<file path="config.mk">
export PLATFORM = sky130hd
export DESIGN_NAME = instr_mem_loader_flat
export DESIGN_NICKNAME = d
export VERILOG_FILES = /design/src/rtl/instr_mem_loader_pkg.sv /design/src/rtl/instr_mem_loader_if.sv /design/src/rtl/instr_word_packer.sv /design/src/rtl/instr_mem_loader.sv /design/src/flat_wrapper.sv
export SDC_FILE = /design/constraint.sdc
export NUM_CORES = 1
export LEC_CHECK = 0
export CORE_MARGIN = 2
export CORE_UTILIZATION = 45
export DETAILED_ROUTE_END_ITERATION = 16
export PLACE_DENSITY = 0.7
export SYNTH_ARGS = -nofsm -noshare
export SYNTH_HDL_FRONTEND = slang
export SYNTH_SLANG_ARGS = --single-unit
</file>
<file path="constraint.sdc">
create_clock -name clk -period 3.3 [get_ports clk]
set_input_delay 0.825 -clock clk [delete_from_list [all_inputs] [get_ports clk]]
set_output_delay 0.825 -clock clk [all_outputs]
set_load 0.05 [all_outputs]
</file>
<file path="src/rtl/instr_mem_loader_pkg.sv">
// instr_mem_loader_pkg: shared widths, frame marker, loader states and first-byte mask helper
package instr_mem_loader_pkg;
    localparam int DEF_ADDR_WIDTH = 16;
    localparam int DEF_INSTR_WIDTH = 28;
    localparam logic [7:0] DEF_HDR_BYTE = 8'hA5;
    typedef enum logic [2:0] {IDLE, HDR, CNT_H, CNT_L, DATA, CHK, DONE, ERR} state_t;
    // bits of a word's first byte that fall above the instruction width and must be zero
    function automatic logic [7:0] first_byte_mask(input int width);
        return 8'hFF << (width - 24);
    endfunction
endpackage

</file>
<file path="src/rtl/instr_mem_loader_if.sv">
// instr_mem_loader_if: host byte link, instruction RAM write port and CPU status of the loader
interface instr_mem_loader_if #(
    parameter int ADDR_WIDTH = 16,
    parameter int INSTR_WIDTH = 28
);
    logic start;
    logic [7:0] data;
    logic byte_valid;
    logic byte_ready;
    logic write_enable;
    logic [ADDR_WIDTH-1:0] write_address;
    logic [INSTR_WIDTH-1:0] write_instruction;
    logic cpu_hold;
    logic done;
    logic error;
    modport master(
        input start, data, byte_valid,
        output byte_ready, write_enable, write_address, write_instruction, cpu_hold, done, error
    );
    modport slave(
        output start, data, byte_valid,
        input byte_ready, write_enable, write_address, write_instruction, cpu_hold, done, error
    );
endinterface

</file>
<file path="src/rtl/instr_word_packer.sv">
// instr_word_packer: shifts bytes MSB first into a word and pulses ready after the 4th byte
module instr_word_packer #(
    parameter int INSTR_WIDTH = 28
) (
    input logic clk,
    input logic rst,
    input logic clr,
    input logic shift,
    input logic [7:0] din,
    output logic [INSTR_WIDTH-1:0] word,
    output logic [1:0] idx,
    output logic ready
);
    always_ff @(posedge clk or posedge rst) begin
        if (rst) begin
            word <= '0;
            idx <= '0;
            ready <= 1'b0;
        end else begin
            ready <= shift && idx == 2'd3;
            if (clr) begin
                word <= '0;
                idx <= '0;
            end else if (shift) begin
                word <= {word[INSTR_WIDTH-9:0], din};
                idx <= idx + 2'd1;
            end
        end
    end
endmodule

</file>
<file path="src/rtl/instr_mem_loader.sv">
// instr_mem_loader: unpacks a framed byte stream into instruction RAM writes while holding the CPU
module instr_mem_loader
    import instr_mem_loader_pkg::*;
#(
    parameter int ADDR_WIDTH = DEF_ADDR_WIDTH,
    parameter int INSTR_WIDTH = DEF_INSTR_WIDTH,
    parameter logic [ADDR_WIDTH-1:0] BASE_ADDR = '0,
    parameter logic [7:0] HDR_BYTE = DEF_HDR_BYTE
) (
    input logic clk,
    input logic rst,
    instr_mem_loader_if.master bus
);
    localparam logic [32:0] MAX_WORDS = (33'd1 << ADDR_WIDTH) - 33'(BASE_ADDR);
    state_t state, nx;
    logic active, done, error, we, xfer, in_data, bad, shift, last, range_bad;
    logic [1:0] idx;
    logic [15:0] n, n_cl;
    logic [16:0] wcnt;
    logic [7:0] sum;
    logic [ADDR_WIDTH-1:0] addr;
    logic [INSTR_WIDTH-1:0] word;
    // a byte arriving together with start is dropped
    assign xfer = bus.byte_valid & active & ~bus.start;
    assign in_data = xfer && state == DATA;
    assign bad = in_data && idx == 2'd0 && (bus.data & first_byte_mask(INSTR_WIDTH)) != 8'd0;
    assign shift = in_data && !bad;
    assign last = shift && idx == 2'd3;
    assign n_cl = {n[15:8], bus.data};
    assign range_bad = {17'd0, n_cl} > MAX_WORDS;
    instr_word_packer #(.INSTR_WIDTH(INSTR_WIDTH)) packer (
        .clk(clk),
        .rst(rst),
        .clr(bus.start),
        .shift(shift),
        .din(bus.data),
        .word(word),
        .idx(idx),
        .ready(we)
    );
    always_comb begin
        nx = state;
        if (bus.start) nx = HDR;
        else if (xfer)
            case (state)
                HDR: nx = bus.data == HDR_BYTE ? CNT_H : ERR;
                CNT_H: nx = CNT_L;
                CNT_L: nx = range_bad ? ERR : n_cl == 16'd0 ? CHK : DATA;
                DATA: nx = bad ? ERR : (last && wcnt + 17'd1 == {1'b0, n}) ? CHK : DATA;
                CHK: nx = bus.data == sum ? DONE : ERR;
                default: nx = state;
            endcase
    end
    always_ff @(posedge clk or posedge rst) begin
        if (rst) begin
            state <= IDLE;
            active <= 1'b0;
            done <= 1'b0;
            error <= 1'b0;
            n <= '0;
            wcnt <= '0;
            sum <= '0;
            addr <= '0;
        end else begin
            state <= nx;
            active <= nx inside {HDR, CNT_H, CNT_L, DATA, CHK};
            done <= nx == DONE;
            error <= nx == ERR;
            if (bus.start) begin
                n <= '0;
                wcnt <= '0;
                sum <= '0;
            end else if (xfer) begin
                if (state == CNT_H) n[15:8] <= bus.data;
                if (state == CNT_L) n <= n_cl;
                if (shift) sum <= sum ^ bus.data;
                if (last) begin
                    addr <= BASE_ADDR + ADDR_WIDTH'(wcnt);
                    wcnt <= wcnt + 17'd1;
                end
            end
        end
    end
    assign bus.byte_ready = active;
    assign bus.cpu_hold = active;
    assign bus.done = done;
    assign bus.error = error;
    assign bus.write_enable = we;
    assign bus.write_address = addr;
    assign bus.write_instruction = word;
endmodule

</file>
<file path="src/flat_wrapper.sv">
// flat-port wrapper written by rule: the top's interface ports become plain ports
module instr_mem_loader_flat import instr_mem_loader_pkg::*;
#(
    parameter int ADDR_WIDTH = DEF_ADDR_WIDTH,
    parameter int INSTR_WIDTH = DEF_INSTR_WIDTH,
    parameter logic [ADDR_WIDTH-1:0] BASE_ADDR = '0,
    parameter logic [7:0] HDR_BYTE = DEF_HDR_BYTE
)
  (clk, rst, bus_start, bus_data, bus_byte_valid, bus_byte_ready, bus_write_enable, bus_write_address, bus_write_instruction, bus_cpu_hold, bus_done, bus_error);
  instr_mem_loader_if #(.ADDR_WIDTH(ADDR_WIDTH), .INSTR_WIDTH(INSTR_WIDTH)) bus_i ();
  input logic clk;
  input logic rst;
  input wire logic [$bits(bus_i.start)-1:0] bus_start;
  input wire logic [$bits(bus_i.data)-1:0] bus_data;
  input wire logic [$bits(bus_i.byte_valid)-1:0] bus_byte_valid;
  output wire logic [$bits(bus_i.byte_ready)-1:0] bus_byte_ready;
  output wire logic [$bits(bus_i.write_enable)-1:0] bus_write_enable;
  output wire logic [$bits(bus_i.write_address)-1:0] bus_write_address;
  output wire logic [$bits(bus_i.write_instruction)-1:0] bus_write_instruction;
  output wire logic [$bits(bus_i.cpu_hold)-1:0] bus_cpu_hold;
  output wire logic [$bits(bus_i.done)-1:0] bus_done;
  output wire logic [$bits(bus_i.error)-1:0] bus_error;
  assign bus_i.start = bus_start;
  assign bus_i.data = bus_data;
  assign bus_i.byte_valid = bus_byte_valid;
  assign bus_byte_ready = bus_i.byte_ready;
  assign bus_write_enable = bus_i.write_enable;
  assign bus_write_address = bus_i.write_address;
  assign bus_write_instruction = bus_i.write_instruction;
  assign bus_cpu_hold = bus_i.cpu_hold;
  assign bus_done = bus_i.done;
  assign bus_error = bus_i.error;
  instr_mem_loader #(.ADDR_WIDTH(ADDR_WIDTH), .INSTR_WIDTH(INSTR_WIDTH), .BASE_ADDR(BASE_ADDR), .HDR_BYTE(HDR_BYTE)) u_core (.clk(clk), .rst(rst), .bus(bus_i));
endmodule
</file>
=== Yosys cells after proc, flatten, opt, wreduce, memory -nomap -nowiden ===
Cells that the tools add are included.

* Flip-flop bits (word level): 94
* Bits of input ports: 12
* Word-level logic and storage cells: 78

* Add/subtract/negate cells: 2
* Equal/unequal tests: 17
* Muxes and demuxes: 22
* Bitwise gates (word level): 4
* Reduce and logical (&&, ||, !) cells: 21

{| class="wikitable"
|+ Operator list
! operator !! count
|-
| $mux 28 || 2
|-
| $mux 17 || 3
|-
| $mux 16 || 3
|-
| $mux 8 || 4
|-
| $eq 3x3->1 const B || 6
|-
| $add 17x1->17 const B || 1
|-
| $eq 17x16->1 || 1
|-
| $logic_not 16->1 || 1
|-
| $pmux 3 s5 || 1
|-
| $eq 3x2->1 const B || 4
|-
| $mux 3 || 4
|-
| $reduce_bool 2->1 || 5
|-
| $eq 8x8->1 || 1
|-
| $eq 8x8->1 const B || 1
|-
| $reduce_bool 8->1 || 1
|-
| $xor 8x8->8 || 1
|-
| $eq 3x1->1 const B || 2
|-
| $logic_and 1x1->1 || 6
|-
| $reduce_and 2->1 || 3
|-
| $reduce_and 3->1 || 2
|-
| $reduce_bool 5->1 || 1
|-
| $mux 2 || 2
|-
| $mux 1 || 3
|-
| $add 2x1->2 const B || 1
|-
| 6 further kinds || 7
|}

=== Longest topological paths before layout ===
Gate-level depths: netlist of the first run.

* Word-level depth: 16
* Mapped depth: 10
* Depth with buffers taken out: 8

=== Cells and area by module ===
A second synthesis of the first run with hierarchy kept.

* Cell total of the unflattened synthesis: 496
* Area total of the unflattened synthesis: 4809.6 µm²

{| class="wikitable"
|+ Modules (own cells, without submodules)
! module !! times used !! cells each !! area each (µm²)
|-
| instr_mem_loader || 1 || 395 || 3514.6
|-
| instr_word_packer || 1 || 101 || 1295.0
|}

=== Least setup slack after synthesis of the first run ===
OpenSTA, ideal clock, no wires.

* Path kind: input to register
* From: input bus_data[4]
* To: register u_core.state[0]
* Setup time: 95 ps
* Arrival: 2430 ps
* Required time: 3205 ps
* Slack: 774 ps
* Stages on the path: 7
* Buffers on the path: 2
* Cell sequence: buf_2 > o41ai_4 > and4_1 > buf_4 > nand2_2 > or4_1 > o31ai_1

* Word-level cells in the longest chain between the ends: 11
* Elaborated cells between the ends (all ways): 17
* Classes of those cells: eq/ne: 2; mux: 8; reduce/logical: 7

{| class="wikitable"
|+ RTL lines
! item !! line !! RTL
|-
| from (decl) || flat_wrapper.sv:14 || <nowiki>input wire logic [$bits(bus_i.data)-1:0] bus_data;</nowiki>
|-
| $reduce_bool 8->1 || instr_mem_loader.sv:26 || <nowiki>assign bad = in_data && idx == 2'd0 && (bus.data & first_byte_mask(INSTR_WIDTH)) != 8'd0;</nowiki>
|-
| $logic_and 1x1->1 || instr_mem_loader.sv:26 ||
|-
| $logic_not 1->1 || instr_mem_loader.sv:27 || <nowiki>assign shift = in_data && !bad;</nowiki>
|-
| $logic_and 1x1->1 || instr_mem_loader.sv:27 ||
|-
| $logic_and 1x1->1 || instr_mem_loader.sv:28 || <nowiki>assign last = shift && idx == 2'd3;</nowiki>
|-
| $logic_and 1x1->1 || instr_mem_loader.sv:49 || <nowiki>DATA: nx = bad ? ERR : (last && wcnt + 17'd1 == {1'b0, n}) ? CHK : DATA;</nowiki>
|-
| $mux 1 || instr_mem_loader.sv:49 ||
|-
| $mux 3 || instr_mem_loader.sv:49 ||
|-
| $pmux 3 s5 * || instr_mem_loader.sv:45 || <nowiki>case (state)</nowiki>
|-
| $mux 3 * || instr_mem_loader.sv:44 || <nowiki>else if (xfer)</nowiki>
|-
| $mux 3 * || instr_mem_loader.sv:43 || <nowiki>if (bus.start) nx = HDR;</nowiki>
|-
| net u_core.nx[0] || instr_mem_loader.sv:15 || <nowiki>state_t state, nx;</nowiki>
|-
| to (signal assigned) || instr_mem_loader.sv:65 || <nowiki>state <= nx;</nowiki>
|-
| to (decl) || instr_mem_loader.sv:15 ||
|}

The timed path passes the listed nets; every way through them passes the cells marked *.
A chain may end at the register's enable or synchronous reset.

=== Worst setup path in the final report of the first run ===
* From: input bus_data[6]
* To: register u_core.active (netlist: u_core.bus.byte_ready)

* Word-level cells in the longest chain between the ends: 13
* Elaborated cells between the ends (all ways): 23
* Classes of those cells: eq/ne: 7; mux: 8; reduce/logical: 8

{| class="wikitable"
|+ RTL lines
! item !! line !! RTL
|-
| $reduce_bool 8->1 || instr_mem_loader.sv:26 ||
|-
| $logic_and 1x1->1 || instr_mem_loader.sv:26 ||
|-
| $logic_not 1->1 || instr_mem_loader.sv:27 ||
|-
| $logic_and 1x1->1 || instr_mem_loader.sv:27 ||
|-
| $logic_and 1x1->1 || instr_mem_loader.sv:28 ||
|-
| $logic_and 1x1->1 || instr_mem_loader.sv:49 ||
|-
| $mux 1 || instr_mem_loader.sv:49 ||
|-
| $mux 3 || instr_mem_loader.sv:49 ||
|-
| $pmux 3 s5 * || instr_mem_loader.sv:45 ||
|-
| $mux 3 * || instr_mem_loader.sv:44 ||
|-
| $mux 3 * || instr_mem_loader.sv:43 ||
|-
| $eq 3x1->1, or another cell as far along || instr_mem_loader.sv:66 || <nowiki>active <= nx inside {HDR, CNT_H, CNT_L, DATA, CHK};</nowiki>
|-
| $reduce_bool 5->1 * || instr_mem_loader.sv:66 ||
|-
| to (signal assigned) || instr_mem_loader.sv:66 ||
|-
| to (decl) || instr_mem_loader.sv:16 || <nowiki>logic active, done, error, we, xfer, in_data, bad, shift, last, range_bad;</nowiki>
|}

Mark *: on every way between the ends. The rest lies on a longest branch, timed or not.

==> impl_metrics.py, run 1 <==
metrics = {
    "run_status": {
        "outcome": "finished, final reports clean",
    },
    "logic_synthesis": {
        "synth.net_count": 534,
        "ys_seq_area_share_pct": 49.8,
        "async_reset_ff_share_pct": 100,
        "synth_edf_count": 0,
        "netlist_instances": 519,
        "yosysWarnings": 0,
        "syn_avg_cell_area_um2": 9.11,
        "synth-seq-cells": 94,
        "syn-cell-area_mm2": 0.00473,
        "ys_types": 48,
        "synth_flop_cell": "dfrtp_1",
    },
    "sta": {
        "rsz0062_at_grt": "no",
        "fin_tns_setup_ns": 0,
        "final.min_clock_period_ns": 2.58,
        "setup_viol": 0,
        "drv_slew": 0,
        "finClkSkew_ns": 0.0144,
        "worstMarginPinSlew_ns": 0.696,
        "timing.slew.headroom_pct": 53.6,
        "hold_viol": 0,
        "timing.final.crit_share_pct": 78.1,
        "fmax_mhz": 388,
    },
    "detailed_routing": {
        "dr_total_vias": 3780,
        "viasPerCell": 5.33,
        "avgRoutedWirePerCell_um": 15.9,
        "antenna_left": 0,
        "first_pass_iters": 6,
        "drt-total-wl_mm": 11.3,
        "drtIter0Drc": 354,
        "route.detailed.drc": 0,
    },
    "setup_path": {
        "crit_slowest_cell": "or4_1",
        "cp_num_buf_inv": 1,
        "ff2ff_setup_slack_ns": 0.91,
        "critPathMaxStageDelay_ns": 0.57,
        "rr_worst_depth": 6,
        "reg2reg_to": "u_core.state[0]$_DFF_PP0_",
        "critPathKind": "in2reg",
        "crit_fanout": 6,
        "r2r_start": "u_core.wcnt[0]$_DFFE_PP0P_",
        "crit_family": "simple AND/OR/NAND/NOR gates",
        "cp.arrival_ns": 2.85,
        "crit_required_ns": 3.57,
        "cp-end-kind": "flop",
        "cp_cell_sequence": "clkdlybuf4s50_1 > or4_1 > or3_1 > a31oi_1 > nand3_1 > a21o_1",
        "start_kind": "input pin",
    },
    "clock_network": {
        "clock-root-buffer": "clkbuf_8",
        "cts_tree": "built",
        "clkLatencyLatePin_ns": 0.37,
        "cts-resized-gates": 0,
        "cts_setup_buffers": 0,
        "hold_buffers": 0,
        "clk_pin_slew_worst_paths_ns": 0.09,
        "numCtsBuffers": 9,
        "htree_num_levels": 3,
        "cts.path.max_buffers": 2,
        "cts.sinks": 94,
    },
    "finish": {
        "final_util_pct": 55.0,
        "fin_cells": 709,
        "fin_nets": 584,
        "register_area_mm2": 0.00235,
        "drive_gt1_share_pct": 6.98,
        "multi_input_area_mm2": 0.00217,
        "num_antenna_cells": 0,
        "fillers": 948,
        "syn_to_final_growth_pct": 19.5,
    },
    "floorplanning": {
        "die_x_um": 106,
        "coreArea_mm2": 0.0103,
        "dieArea_mm2": 0.0113,
        "rows": 37,
        "ios": 61,
        "die_height_um": 106,
        "start_util_pct": 46.0,
    },
    "power": {
        "p_leak_uw": 0.00250,
        "fin_total_pwr_uw": 2100,
        "power.density_mw_per_mm2": 372,
        "vdd_drop_max_v": 0.000178,
    },
    "global_routing": {
        "antenna_found_initial": 0,
        "grt_max_degree": 71,
        "grt_pass1_wl_mm": 19.1,
        "grt_usage_pct": 21.6,
        "first_global_vias": 3734,
        "overflow": 0,
    },
    "hold_path": {
        "min_path_type": "reg2reg",
        "min_from": "u_core.bus.write_address[7]$_DFFE_PP0P_",
        "min_to": "u_core.bus.write_address[7]$_DFFE_PP0P_",
        "hold_depth": 2,
    },
    "placement": {
        "io_buffers": 60,
        "gp_congestion": 0.875,
        "dpl.cell_count": 694,
        "dpl.hpwl_mm": 7.87,
    },
    "run": {
        "maxCapViolations": 0,
    },
}
[power by group]
group	internal [µW]	leakage [µW]	switching (µW)
Clock	388	0.000102	392
Combinational	53.6	0.00109	92.1
Sequential	1160	0.00130	15.5
[worst reg2reg max path, stage by stage (launching register included)]
cell and delay, ns:
dfrtp_1 0.49, ha_1 0.31, nand2_1 0.19, nor4_2 0.45
xnor2_1 0.15, or4_1 0.48, o31ai_1 0.24
[state kept, by name (all words and copies together), names as in the netlist]
| signal | flops |
|---|---|
| u_core.sum | 8 |
| u_core.bus.error | 1 |
| u_core.packer.idx | 2 |
| u_core.bus.write_address | 16 |
| u_core.n | 16 |
| u_core.packer.ready | 1 |
| u_core.packer.word | 28 |
| u_core.state | 3 |
| u_core.bus.done | 1 |
| u_core.wcnt | 17 |
| u_core.bus.byte_ready | 1 |
[cell usage in the layout (no fill, tap or decap), types with 11 or more instances in the layout]
master,instances
buf_4,15
a21oi_1,36
nor2_1,47
xor2_1,23
mux2i_1,17
nand3_1,12
clkdlybuf4s50_1,59
clkbuf_8,11
dfrtp_1,94
nand2_1,130
xnor2_1,24
[cells by family after synthesis]
| family | after synthesis | share of synthesized area, % |
|---|---|---|
| fa+ha+maj | 3 | 0.794 |
| buf+inv | 45 | 4.34 |
| simple gates | 239 | 23.4 |
| flops | 94 | 49.8 |
| compound gates | 74 | 9.35 |
| xor+xnor | 47 | 8.71 |
| mux | 17 | 3.60 |
[final cells by class]
cell class | instances | area share (%)
Clock buffer | 12 | 2.75
Multi-Input combinational cell | 380 | 38.4
Tap cell | 136 | 3.01
Timing Repair Buffer | 76 | 12.9
Sequential cell | 94 | 41.6
Clock inverter | 3 | 0.775
Inverter | 8 | 0.554
[cells in the mapped netlist, drive strengths merged, types with 3 or more instances]
library cell / number / area share, %
o41ai: 3 / 0.95
xnor2: 24 / 4.4
nor2b: 3 / 0.40
nor4: 4 / 0.98
nand2: 131 / 10
nand4: 9 / 1.6
nor3: 5 / 0.64
o31ai: 5 / 0.79
buf: 15 / 2.0
or4: 5 / 0.79
dfrtp: 94 / 50
and3: 6 / 0.79
nand3: 12 / 1.3
mux2i: 17 / 3.6
nor2: 47 / 3.7
nand3b: 3 / 0.48
o21ai: 17 / 1.8
xor2: 23 / 4.3
inv: 8 / 0.64
a31oi: 6 / 0.79
clkbuf: 22 / 1.7
a21oi: 36 / 3.8
ha: 3 / 0.79
and2: 3 / 0.40
[metal layers]
metal,vias to the layer above,wire length (µm),GRT usage (%)
li1,1838,-,-
met1,1810,5310,32.0
met2,115,5190,32.3
met3,17,620,3.74
met4,0,166,6.77
met5,-,0,0
[worst max-delay path by stage]
| stage | from | end | cells after the start |
|---|---|---|---|
| 6_report | bus_data[6] | u_core.bus.byte_ready$_DFF_PP0_ | 6 |
| 4_1_cts | u_core.bus.byte_ready$_DFF_PP0_ | bus_byte_ready | 1 |
| 3_5_place_dp | bus_data[5] | u_core.state[0]$_DFF_PP0_ | 6 |
| 3_3_place_gp | bus_data[6] | u_core.bus.byte_ready$_DFF_PP0_ | 6 |
| 2_1_floorplan | rst | u_core.bus.byte_ready$_DFF_PP0_ | 1 |
| 5_1_grt | bus_data[5] | u_core.wcnt[6]$_DFFE_PP0P_ | 8 |
[per-stage QoR]
stage	setup WS (ns)	hold slack [ns]	instance area [µm²]
finish	0.724	0.468	5650
global route	0.603	0.487	5650
CTS	0.729	0.474	5650
detailed placement	0.315	0.455	5450
global placement	0.372	0.449	5450
floorplan	0.0263	0.497	4730
Power figures use the tool's default switching activity.
==> inputs of run 2 (changes only) <==
==> constraint.sdc (replaced) <==
create_clock -name clk -period 2.1 [get_ports clk]
set_input_delay 0.525 -clock clk [delete_from_list [all_inputs] [get_ports clk]]
set_output_delay 0.525 -clock clk [all_outputs]
set_load 0.05 [all_outputs]
==> run 2 against run 1 <==
The run now ends with negative setup slack left; register-to-register slack worse by 0.94 ns; critical path depth is 1 lower; first-iteration DRC count is 12% lower; global-route usage hardly changed; largest power group unchanged.
==> impl_metrics.py, run 2 (synthesis gave the netlist of run 1 again) <==
metrics = {
    "run_status": {
        "outcome": "finished with violations",
        "violations": "negative setup slack",
    },
    "detailed_routing": {
        "antenna_left": 0,
        "viasPerCell": 5.28,
        "drtIter0Drc": 311,
        "dr_total_vias": 3981,
        "route.detailed.drc": 0,
        "first_pass_iters": 7,
        "avgRoutedWirePerCell_um": 16.1,
        "drt-total-wl_mm": 12.1,
    },
    "run": {
        "maxCapViolations": 0,
    },
    "finish": {
        "fin_cells": 754,
        "syn_to_final_growth_pct": 30.0,
        "final_common_cell": "nand2_1",
        "final_cell_mix": "nand2_1 (130), dfrtp_1 (87), buf_4 (64), nor2_1 (44), a21oi_1 (35)",
        "drive_gt1_share_pct": 18.9,
        "num_antenna_cells": 0,
        "postLayoutCellArea_mm2": 0.00614,
        "reg_top3": "u_core.packer.word x28, u_core.wcnt x17",
        "fin_nets": 629,
        "final_util_pct": 59.8,
        "largest_register_ffs": 28,
        "regMostFlops": "u_core.packer.word",
    },
    "floorplanning": {
        "dieArea_mm2": 0.0113,
        "die_height_um": 106,
        "coreArea_mm2": 0.0103,
        "die_x_um": 106,
        "ios": 61,
        "rows": 37,
        "start_util_pct": 46.0,
    },
    "setup_path": {
        "cp.arrival_ns": 2.42,
        "start_kind": "flop",
        "crit_slowest_cell": "or4_4",
        "crit_family": "simple AND/OR/NAND/NOR gates",
        "critPathMaxStageDelay_ns": 0.51,
        "critPathKind": "reg2reg",
        "cp-end-kind": "flop",
        "cp_num_buf_inv": 0,
        "crit_fanout": 5,
        "cp_cell_sequence": "nand3_1 > nor4_4 > xnor2_1 > or4_4 > o31ai_4",
        "crit_required_ns": 2.38,
    },
    "clock_network": {
        "cts.sinks": 94,
        "clk_pin_slew_worst_paths_ns": 0.09,
        "cts_tree": "built",
        "cts.path.max_buffers": 2,
        "clock-root-buffer": "clkbuf_8",
        "htree_num_levels": 3,
        "numCtsBuffers": 9,
        "clkLatencyLatePin_ns": 0.38,
    },
    "placement": {
        "dpl.cell_count": 730,
        "dpl_cell_area_mm2": 0.00574,
        "dpl.hpwl_mm": 8.38,
        "io_buffers": 60,
        "place_ws_ns": -0.544,
        "gp_congestion": 0.963,
    },
    "power": {
        "vdd_drop_max_v": 0.000288,
        "p_leak_uw": 0.00306,
        "power.density_mw_per_mm2": 545,
    },
    "hold_path": {
        "min_path_type": "reg2reg",
    },
    "sta": {
        "worstMarginPinSlew_ns": 0.537,
        "timing.hold.ws_ns": 0.468,
        "drv_slew": 0,
        "finClkSkew_ns": 0.0132,
        "hold_viol": 0,
        "timing.final.crit_share_pct": 102,
        "fin_ws_ns": -0.0318,
        "final.min_clock_period_ns": 2.13,
        "fmax_mhz": 469,
        "rsz0062_at_grt": "yes",
        "setup_viol": 1,
        "timing.slew.headroom_pct": 64.3,
    },
    "global_routing": {
        "grt_pass1_wl_mm": 19.1,
        "grt_max_degree": 95,
        "grt_usage_pct": 21.5,
        "antenna_found_initial": 0,
        "use_met1_pct": 30.8,
        "top_usage_layer": "met2",
        "first_global_vias": 3781,
        "overflow": 0,
        "met3_usage_pct": 3.43,
        "gr-usage-met2_pct": 33.3,
    },
}
-- run 2: changes by cell type in the layout (fill, tap and decap cells not counted), sizes merged --
cell,delta
clkdlybuf4s50,-35
clkinv,-2
inv,+1
dlymetal6s2s,+11
clkinvlp,+3
dlygate4sd2,+18
buf,+51
clkbuf,-2
-- run 2: cell type report --
type                    count  area (µm²)
fillers                   905        4130
flip-flops and latches     94        2360
multi-input cells         380        2300
repair buffers            121        1080
well taps                 136         170
clock buffers              10         138
clock inverters             5        58.8
inverters                   8        33.8
-- run 2: routing by layer --
metal | vias to the layer above | wire, µm
li1 | 1912 | -
met2 | 113 | 5820
met3 | 14 | 511
met4 | 0 | 176
met1 | 1942 | 5630
met5 | - | 0
-- run 2: repair_timing --
item	in CTS	in global routing
hold buffers	0	0
pin swaps	3	8
gates resized for setup	25	37
endpoints found under the setup margin	36	17
buffers inserted	0	10
-- run 2: worst paths after layout --
path,slack (ns),cells past startpoint,start,endpoint
setup / recovery,-0.03,5,u_core.wcnt[12]$_DFFE_PP0P_,u_core.state[0]$_DFF_PP0_
hold reg to reg,0.47,2,u_core.bus.write_address[1]$_DFFE_PP0P_,u_core.bus.write_address[1]$_DFFE_PP0P_
max in group asynchronous,1.02,3,rst,u_core.wcnt[3]$_DFFE_PP0P_
setup reg to reg,-0.03,5,u_core.wcnt[12]$_DFFE_PP0P_,u_core.state[0]$_DFF_PP0_
hold / removal,0.47,2,u_core.bus.write_address[1]$_DFFE_PP0P_,u_core.bus.write_address[1]$_DFFE_PP0P_
min in group asynchronous,0.61,3,rst,u_core.packer.word[22]$_DFFE_PP0P_
-- run 2: power breakdown --
part | internal [µW] | total (µW) | switching (µW) | leakage [µW]
Combinational | 105 | 267 | 162 | 0.00168
Clock | 579 | 1230 | 656 | 0.0000948
Sequential | 1820 | 1840 | 21.8 | 0.00129
Total | 2510 | 3350 | 839 | 0.00306
-- run 2: through the flow --
step / power, µW / setup TNS [ns]
3_5_place_dp: 2140 / -27.69
4_1_cts: 3370 / 0
3_3_place_gp: 2140 / -25.34
2_1_floorplan: 2030 / -0.0116
6_report: 3350 / -0.0318
5_1_grt: 3460 / -0.133
-- run 2: worst min-delay path, stage by stage, from the launching register on --
cell	delay, ns
dfrtp_1	0.35
nand2_1	0.05
nand2_1	0.05
